## config.mk

```make
export PLATFORM = sky130hd
export DESIGN_NAME = bht_update_ctrl
export DESIGN_NICKNAME = d
export VERILOG_FILES = /design/src/rtl/bht_update_ctrl.sv
export SDC_FILE = /design/constraint.sdc
export NUM_CORES = 1
export LEC_CHECK = 0
export ABC_AREA = 1
export CORE_MARGIN = 4
export CORE_UTILIZATION = 40
export DETAILED_ROUTE_END_ITERATION = 8
export GPL_TIMING_DRIVEN = 0
export PLACE_DENSITY_LB_ADDON = 0.08
export SLEW_MARGIN = 5
export SYNTH_ARGS = -nofsm -noshare
export SYNTH_HDL_FRONTEND = slang
export SYNTH_SLANG_ARGS = --single-unit
```

## constraint.sdc

```tcl
create_clock -name clk -period 5.8 [get_ports clk]
set_clock_uncertainty 0.1 [all_clocks]
set_input_delay 1.16 -clock clk [delete_from_list [all_inputs] [get_ports clk]]
set_output_delay 1.16 -clock clk [all_outputs]
set_load 0.03 [all_outputs]
```

## src/rtl/bht_update_ctrl.sv

```systemverilog
// bht_update_ctrl: owns the single write port of the branch history table.
// After reset or flush it sweeps every entry to zero history, one shift per
// cycle. It then queues up to two branch-resolution updates per cycle in a
// small FIFO and drains one table write per cycle.
//
// Ports:
//   clk, rst_n            clock, asynchronous active-low reset
//   flush                 restart the clearing sweep and drop queued updates
//   req0_*                update request from the older branch (valid/idx/taken/ready)
//   req1_*                update request from the younger branch (valid/idx/taken/ready)
//   ld_bht                table write enable (registered)
//   pc_taken_in           table write index (registered)
//   taken_in              history bit shifted into the entry (registered)
//   init_busy             high while the clearing sweep runs
//   fifo_count            number of queued updates
module bht_update_ctrl #(
  parameter int unsigned IDX_W  = 3,
  parameter int unsigned HIST_W = 3,
  parameter int unsigned DEPTH  = 4
) (
  input  logic                         clk,
  input  logic                         rst_n,
  input  logic                         flush,
  input  logic                         req0_valid,
  input  logic [IDX_W-1:0]             req0_idx,
  input  logic                         req0_taken,
  output logic                         req0_ready,
  input  logic                         req1_valid,
  input  logic [IDX_W-1:0]             req1_idx,
  input  logic                         req1_taken,
  output logic                         req1_ready,
  output logic                         ld_bht,
  output logic [IDX_W-1:0]             pc_taken_in,
  output logic                         taken_in,
  output logic                         init_busy,
  output logic [$clog2(DEPTH+1)-1:0]   fifo_count
);

  localparam int unsigned CNT_W   = $clog2(DEPTH + 1);
  localparam int unsigned PTR_W   = $clog2(DEPTH);
  localparam int unsigned REP_W   = (HIST_W > 1) ? $clog2(HIST_W) : 1;
  localparam int unsigned IDX_MAX = (1 << IDX_W) - 1;
  localparam int unsigned ENT_W   = IDX_W + 1;

  typedef enum logic {S_INIT = 1'b0, S_RUN = 1'b1} state_t;

  state_t             state, state_next;
  logic [IDX_W-1:0]   idx_cnt, idx_next;
  logic [REP_W-1:0]   rep_cnt, rep_next;
  logic [PTR_W-1:0]   wr_ptr, wr_next, rd_ptr, rd_next;
  logic [CNT_W-1:0]   cnt_next, free;
  logic               ld_next, tk_next;
  logic [IDX_W-1:0]   pc_next;
  logic               push0, push1, pop;
  logic               wen0, wen1;
  logic [PTR_W-1:0]   wa1;
  logic [ENT_W-1:0]   wd0, head;

  // Entries are {taken, idx}.
  logic [ENT_W-1:0]   mem [DEPTH];

  assign init_busy = (state == S_INIT);
  assign free      = CNT_W'(DEPTH) - fifo_count;
  assign head      = mem[rd_ptr];
  assign wa1       = wr_ptr + PTR_W'(1);

  // Next-state, handshake and write-port decode.
  always_comb begin
    state_next = state;
    idx_next   = idx_cnt;
    rep_next   = rep_cnt;
    wr_next    = wr_ptr;
    rd_next    = rd_ptr;
    cnt_next   = fifo_count;
    ld_next    = 1'b0;
    pc_next    = pc_taken_in;
    tk_next    = taken_in;
    req0_ready = 1'b0;
    req1_ready = 1'b0;
    push0      = 1'b0;
    push1      = 1'b0;
    pop        = 1'b0;
    wen0       = 1'b0;
    wen1       = 1'b0;
    wd0        = {req0_taken, req0_idx};

    if (flush) begin
      state_next = S_INIT;
      idx_next   = '0;
      rep_next   = '0;
      wr_next    = '0;
      rd_next    = '0;
      cnt_next   = '0;
    end else begin
      case (state)
        S_INIT: begin
          ld_next = 1'b1;
          pc_next = idx_cnt;
          tk_next = 1'b0;
          if (rep_cnt == REP_W'(HIST_W - 1)) begin
            rep_next = '0;
            idx_next = idx_cnt + IDX_W'(1);
            if (idx_cnt == IDX_W'(IDX_MAX)) state_next = S_RUN;
          end else begin
            rep_next = rep_cnt + REP_W'(1);
          end
        end
        S_RUN: begin
          // req1 may take the last slot only if req0 is not competing for it.
          req0_ready = (free >= CNT_W'(1));
          req1_ready = (free >= CNT_W'(2)) || ((free >= CNT_W'(1)) && !req0_valid);
          push0      = req0_valid && req0_ready;
          push1      = req1_valid && req1_ready;
          pop        = (fifo_count != '0);
          // The first accepted request takes wr_ptr; a second goes right behind it.
          wen0       = push0 || push1;
          wen1       = push0 && push1;
          wd0        = push0 ? {req0_taken, req0_idx} : {req1_taken, req1_idx};
          wr_next    = wr_ptr + PTR_W'(push0) + PTR_W'(push1);
          if (pop) begin
            rd_next = rd_ptr + PTR_W'(1);
            ld_next = 1'b1;
            pc_next = head[IDX_W-1:0];
            tk_next = head[IDX_W];
          end
          cnt_next = fifo_count + CNT_W'(push0) + CNT_W'(push1) - CNT_W'(pop);
        end
        default: state_next = S_INIT;
      endcase
    end
  end

  // State, counters and registered table-write outputs.
  always_ff @(posedge clk or negedge rst_n) begin
    if (!rst_n) begin
      state       <= S_INIT;
      idx_cnt     <= '0;
      rep_cnt     <= '0;
      wr_ptr      <= '0;
      rd_ptr      <= '0;
      fifo_count  <= '0;
      ld_bht      <= 1'b0;
      pc_taken_in <= '0;
      taken_in    <= 1'b0;
    end else begin
      state       <= state_next;
      idx_cnt     <= idx_next;
      rep_cnt     <= rep_next;
      wr_ptr      <= wr_next;
      rd_ptr      <= rd_next;
      fifo_count  <= cnt_next;
      ld_bht      <= ld_next;
      pc_taken_in <= pc_next;
      taken_in    <= tk_next;
    end
  end

  // FIFO storage; contents are qualified by the pointers, so no reset.
  always_ff @(posedge clk) begin
    if (wen0) mem[wr_ptr] <= wd0;
    if (wen1) mem[wa1]    <= {req1_taken, req1_idx};
  end

endmodule

```

==> results.yml, run 1 <==
outcome:
  status: "completed"
synth:
  yosysUniqueCellTypes: 27
  postSynthNetCount: 267
  synth_ff_type: "sky130_fd_sc_hd__dfrtp_1"
  synthCells: 244
  synth.most_common_cell: "sky130_fd_sc_hd__nand2_1"
  synth_top_cells_by_area: "sky130_fd_sc_hd__edfxtp_1, sky130_fd_sc_hd__dfrtp_1, sky130_fd_sc_hd__nand2_1, sky130_fd_sc_hd__nand3_1, sky130_fd_sc_hd__ha_1"
  synth_largest_area_cell: "sky130_fd_sc_hd__edfxtp_1"
  netlist.area_leader.share_pct: 24.2
  avgSynthCellArea_um2: 8.14
  synth_async_sr_flop_share_pct: 52.9
  netlist_top_cells_count: "sky130_fd_sc_hd__nand2_1, sky130_fd_sc_hd__nand3_1, sky130_fd_sc_hd__inv_1, sky130_fd_sc_hd__nor2_1, sky130_fd_sc_hd__dfrtp_1"
  number_of_enable_flip_flop_cells_after_synthesis: 16
  postSynthRegisterBits: 34
  synth-warning-count: 0
  area_of_the_mapped_netlist_mm2: 0.00199
  portion_of_the_post_synthesis_area_used_by_sequential_elements_pct: 46.9
timing:
  timing_worst_slew_pin_value_ps: 838
  finalMaxSlewViolations: 0
  report.final.hold_viol_count: 0
  worst_slew_margin_rel_pct: 43.9
  final_worst_path_period_need_ps: 4170
  finalSetupTns_ps: 0
  max_clock_freq_mhz: 240
  setup_viol: 0
  grt_setup_unrepaired: "false"
  period_share_pct: 72.0
pwr:
  p_sw_uw: 111
  p_leak_nw: 1.10
  pwr-share-comb_pct: 10.3
  net_switching_share_of_the_total_power_pct: 23.1
  internal_power_uw: 371
  peakVddDrop_v: 0.000114
  clock_power_share_pct: 35.8
  total_power_per_unit_cell_area_mw_per_mm2: 202
  report.power.total_uw: 483
  power.sequential.fraction_pct: 53.9
clock_network:
  cts-root-to-sink-buffers: 2
  cts_max_level: 2
  cts_post_setup_buffers_inserted: 0
  cts_hold_buffers: 0
  ctsRootBufferMaster: "sky130_fd_sc_hd__clkbuf_8"
  clock_latency_ps: 280
  clk_pin_slew_worst_paths_ps: 70
  tritoncts_num_sinks: 34
  cts_inserted_buffers: 5
  tritoncts: "yes"
  ctsResizeCount: 0
min_path:
  worstHoldPathType: "reg2reg"
routing:
  drt-initial-drc-count: 120
  vias_per_cell: 4.96
  finalWirelength_um: 4520
  detailedRoute.firstPassIterationCount: 4
  drt.antenna.violating_nets: 0
  drc: 0
  routedWlPerCell_um: 13.2
  vias: 1692
global_routing:
  maximum_number_of_pins_on_one_net_before_global_route_repair: 19
  grt_usage_pct: 16.5
  grt_first_pass_wirelength_um: 7850
  grt-ovfl-total: 0
  grt.met3_usage_pct: 2.52
  grt-busiest-layer: "met1"
  met1_usage_pct: 24.3
  global_route.usage.met2_pct: 24.1
  antenna_found_initial: 0
  first_global_vias: 1557
worst_setup_path:
  crit_required_ps: 4540
  cp_data_arrival_time_ps: 2910
  cp_common_cell: "sky130_fd_sc_hd__clkdlybuf4s50_1"
  classification_of_the_worst_setup_path: "in2out"
  cell_with_the_largest_stage_delay_on_the_worst_path: "sky130_fd_sc_hd__clkdlybuf4s50_1"
  worst_path_cell_chain: "clkdlybuf4s50_1 -> nor2_8 -> inv_4 -> a31oi_1 -> clkdlybuf4s50_1"
  timing.critical_path.max_delay_family: "buffers and inverters"
  cpPeakStageDelay_ps: 690
  startpoint_class: "input port"
  setup.worst_path.end_class: "primary output"
  path_max_fanout: 7
  worst_path_buf_inv: 3
layout:
  antennaDiodeCount: 0
  syn_to_final_growth_pct: 20.2
  share_of_post_route_cells_with_drive_strength_above_1_pct: 5.84
  finalNetCount: 297
floorplanning:
  initial_core_util_pct: 41.8
  dieWidth_um: 78.5
  die_area_mm2: 0.00616
  fp.dieH_um: 78.5
  ios: 24
  rows: 25
  coreArea_mm2: 0.00475
flow_run:
  maxCapViolations: 0
placed_design:
  io_buffers: 23
  dp_hpwl_um: 3420
  finalWeightedCongestion: 0.896
[layout by cell type, fill, tap and decap left out, types with 6 or more instances in the layout]
| cell type | count |
|---|---|
| sky130_fd_sc_hd__inv_1 | 25 |
| sky130_fd_sc_hd__a21oi_1 | 14 |
| sky130_fd_sc_hd__o21ai_0 | 15 |
| sky130_fd_sc_hd__clkdlybuf4s50_1 | 23 |
| sky130_fd_sc_hd__dfrtp_1 | 18 |
| sky130_fd_sc_hd__ha_1 | 9 |
| sky130_fd_sc_hd__nor2_1 | 20 |
| sky130_fd_sc_hd__nand2_1 | 68 |
| sky130_fd_sc_hd__edfxtp_1 | 16 |
| sky130_fd_sc_hd__clkbuf_8 | 6 |
| sky130_fd_sc_hd__nand3_1 | 36 |
[path summary, 6_finish.rpt]
path / depth (start not counted) / slack (ps) / start / end
worst max-delay path: 5 / 1630 / flush / req0_ready
worst min-delay path: 1 / 380 / rep_cnt[1] / rep_cnt[0]
worst max register to register: 18 / 2450 / fifo_count[1] / fifo_count[2]
worst min register to register: 1 / 380 / rep_cnt[1] / rep_cnt[0]
max in group asynchronous: 1 / 3810 / rst_n / pc_taken_in[2]
min in group asynchronous: 1 / 1260 / rst_n / idx_cnt[2]
[power by group through the flow]
stage | clock network (mW) | registers, mW | logic, mW
after floorplan | 0 | 0.269 | 0.0203
after global placement | 0 | 0.265 | 0.0491
after detailed placement | 0 | 0.265 | 0.0496
after CTS | 0.174 | 0.260 | 0.0498
after global routing | 0.190 | 0.261 | 0.0553
final | 0.173 | 0.260 | 0.0497
[through the flow]
step	instances	setup WS (ps)	util (%)	hold slack (ps)	cell area, µm²
2_1_floorplan	244	2520	-	331	1990
3_3_place_gp	334	1610	48.4	367	2300
3_5_place_dp	334	1640	48.4	371	2300
4_1_cts	341	1620	50.2	382	2390
5_1_grt	341	1550	50.2	402	2390
6_report	341	1630	50.2	383	2390
[sequential cells by signal, indices dropped and copies added, names as in the netlist]
name and flops:
fifo_count 3, idx_cnt 3, ld_bht 1, mem 16, pc_taken_in 3, rd_ptr 2, rep_cnt 2, state 1
taken_in 1, wr_ptr 2
[cells by family after synthesis]
| family | share of synthesized area [%] |
|---|---|
| buf+inv | 7.12 |
| xor+xnor | 1.32 |
| flops | 46.9 |
| compound gates | 9.70 |
| fa+ha+maj | 6.68 |
| simple gates | 28.3 |
[metal layers]
layer	wire length (µm)	vias up	part of all wire, %
li1	-	874	-
met3	190	7	4.2
met2	1960	40	43
met1	2300	771	51
met5	0	-	0
met4	74	0	1.6
[cell type report]
class | count | area (µm²)
Clock buffer | 7 | 86.3
Tap cell | 67 | 83.8
Inverter | 28 | 110
Timing Repair Buffer | 23 | 230
Sequential cell | 34 | 931
Fill cell | 490 | 2370
Buffer | 4 | 31.3
Multi-Input combinational cell | 178 | 915
Note: power is estimated with default switching activity, not from simulation.
==> inputs of run 2 (changes only) <==
- clock period: 5.8 -> 4.35 ns (I/O delays scaled with it)
==> results of run 2 <==
Same layout as run 1 (identical final DEF). Status: completed.
Among the figures that moved: setup slack after placement 1640 ps -> 771 ps; setup slack after layout 1630 ps -> 756 ps; register-to-register setup slack 2450 ps -> 1000 ps; total power 0.483 mW -> 0.643 mW; worst IR drop on VDD 0.000114 V -> 0.000152 V
==> inputs of run 3 (changes only) <==
- clock period: 4.35 -> 3.1 ns (I/O delays scaled with it)
==> results.yml, run 3 (synthesized netlist as in run 1, its figures left out) <==
clock_network:
  ctsRootBufferMaster: "sky130_fd_sc_hd__clkbuf_8"
  cts-root-to-sink-buffers: 2
  clock_latency_ps: 290
  cts_hold_buffers: 0
  tritoncts: "yes"
  clk_pin_slew_worst_paths_ps: 70
  tritoncts_num_sinks: 34
  cts_max_level: 2
  cts_inserted_buffers: 5
pwr:
  p_leak_nw: 1.16
  internal_power_uw: 745
  pwr-share-comb_pct: 10.0
  p_sw_uw: 222
  clock_power_share_pct: 39.6
  net_switching_share_of_the_total_power_pct: 22.9
  report.power.total_uw: 967
  total_power_per_unit_cell_area_mw_per_mm2: 384
  power.sequential.fraction_pct: 50.3
  peakVddDrop_v: 0.000158
placed_design:
  dp_hpwl_um: 3560
  io_buffers: 23
  placed_cells: 334
  post_dp_cell_area_mm2: 0.00231
  finalWeightedCongestion: 0.888
layout:
  finalNetCount: 302
  largest_register_ff_count: 16
  final_design_area_no_fill_mm2: 0.00252
  largest_register: "mem"
  fill_cells: 460
  commonest_cells_after_routing_fill_and_taps_aside: "sky130_fd_sc_hd__nand2_1, sky130_fd_sc_hd__nand3_1, sky130_fd_sc_hd__inv_1"
  final_common_cell: "sky130_fd_sc_hd__nand2_1"
  syn_to_final_growth_pct: 26.8
  share_of_post_route_cells_with_drive_strength_above_1_pct: 12.9
  antennaDiodeCount: 0
  final_cell_count_no_fill: 347
floorplanning:
  fp.dieH_um: 78.5
  ios: 24
  coreArea_mm2: 0.00475
  rows: 25
  die_area_mm2: 0.00616
  dieWidth_um: 78.5
  initial_core_util_pct: 41.8
routing:
  routedWlPerCell_um: 13.9
  dr_wl_met3_um: 271
  detailedRoute.firstPassIterationCount: 4
  drt.antenna.violating_nets: 0
  finalWirelength_um: 4810
  met2_length_um: 2210
  top_layer_used: "met4"
  drt-initial-drc-count: 112
  drc: 0
  vias: 1733
  met1Wirelength_um: 2260
  vias_per_cell: 4.99
worst_setup_path:
  worst_path_buf_inv: 4
  classification_of_the_worst_setup_path: "reg2reg"
  path_max_fanout: 5
  startpoint_class: "flip-flop"
  cpPeakStageDelay_ps: 410
  setup.worst_path.end_class: "flip-flop"
  timing.critical_path.max_delay_family: "adder cells"
  worst_path_cell_chain: "inv_4 -> ha_4 -> ha_4 -> inv_1 -> nor2_2 -> nand3_2 -> nand2_4 -> ha_4 -> xnor2_1 -> inv_1 -> ha_2 -> o21bai_1 -> inv_1 -> fa_2 -> a21oi_2 -> o21ai_2 -> o21ai_1 -> a21oi_1"
  crit_required_ps: 3170
  cp_data_arrival_time_ps: 3050
  cell_with_the_largest_stage_delay_on_the_worst_path: "sky130_fd_sc_hd__fa_2"
global_routing:
  grt_first_pass_wirelength_um: 7790
  grt_usage_pct: 16.8
  antenna_found_initial: 0
  maximum_number_of_pins_on_one_net_before_global_route_repair: 19
  first_global_vias: 1550
  grt-ovfl-total: 0
timing:
  period_share_pct: 95.9
  max_clock_freq_mhz: 336
  hold-worst-slack_ps: 382
  final_worst_path_period_need_ps: 2970
  report.final.hold_viol_count: 0
  timing_worst_slew_pin_value_ps: 814
  worst_slew_margin_rel_pct: 45.5
  finalMaxSlewViolations: 0
  setup_viol: 0
flow_run:
  maxCapViolations: 0
min_path:
  worstHoldPathType: "reg2reg"
outcome:
  status: "completed"
run 3: final cells by class:
class | instances | area (µm²) | share of cell area (%)
Multi-Input combinational cell | 178 | 980 | 38.9
Sequential cell | 34 | 933 | 37.0
Timing Repair Buffer | 28 | 269 | 10.7
Inverter | 28 | 113 | 4.47
Clock buffer | 8 | 110 | 4.37
Tap cell | 67 | 83.8 | 3.33
Buffer | 4 | 31.3 | 1.24
run 3: worst paths after layout:
| check | endpoint | depth (start not counted) | from | slack (ps) |
|---|---|---|---|---|
| worst max-delay path | fifo_count[2] | 18 | fifo_count[0] | 130 |
| worst min-delay path | rep_cnt[0] | 1 | rep_cnt[1] | 380 |
| worst max register to register | fifo_count[2] | 18 | fifo_count[0] | 130 |
| worst min register to register | rep_cnt[0] | 1 | rep_cnt[1] | 380 |
| max in group asynchronous | fifo_count[0] | 1 | rst_n | 1650 |
| min in group asynchronous | fifo_count[1] | 1 | rst_n | 700 |
run 3: stage by stage:
stage | worst slack, ps | util [%] | setup TNS [ps]
after floorplan | 3.31 | - | 0
after global placement | -54.8 | 48.6 | -63.6
after detailed placement | -118 | 48.6 | -118
after CTS | 30.7 | 51.3 | 0
after global routing | -32.2 | 53.0 | -32.2
final | 126 | 53.0 | 0
run 3: repair_timing:
action                                  CTS  global route
setup buffers                             3             2
gates resized for setup                   1            13
pin swaps                                 1             8
endpoints found under the setup margin    2             2
run 3: power by group through the flow:
stage	Combinational, mW	Clock (mW)	Sequential [mW]
floorplan	0.0381	0	0.504
global route	0.107	0.412	0.487
detailed placement	0.0932	0	0.496
global placement	0.0924	0	0.496
CTS	0.0950	0.391	0.487
finish	0.0969	0.383	0.487
run 3: metal layers:
metal	vias to the layer above	global-route usage, %
met2	62	24.2
li1	883	-
met3	5	3.90
met5	-	0
met4	0	5.77
met1	783	24.5
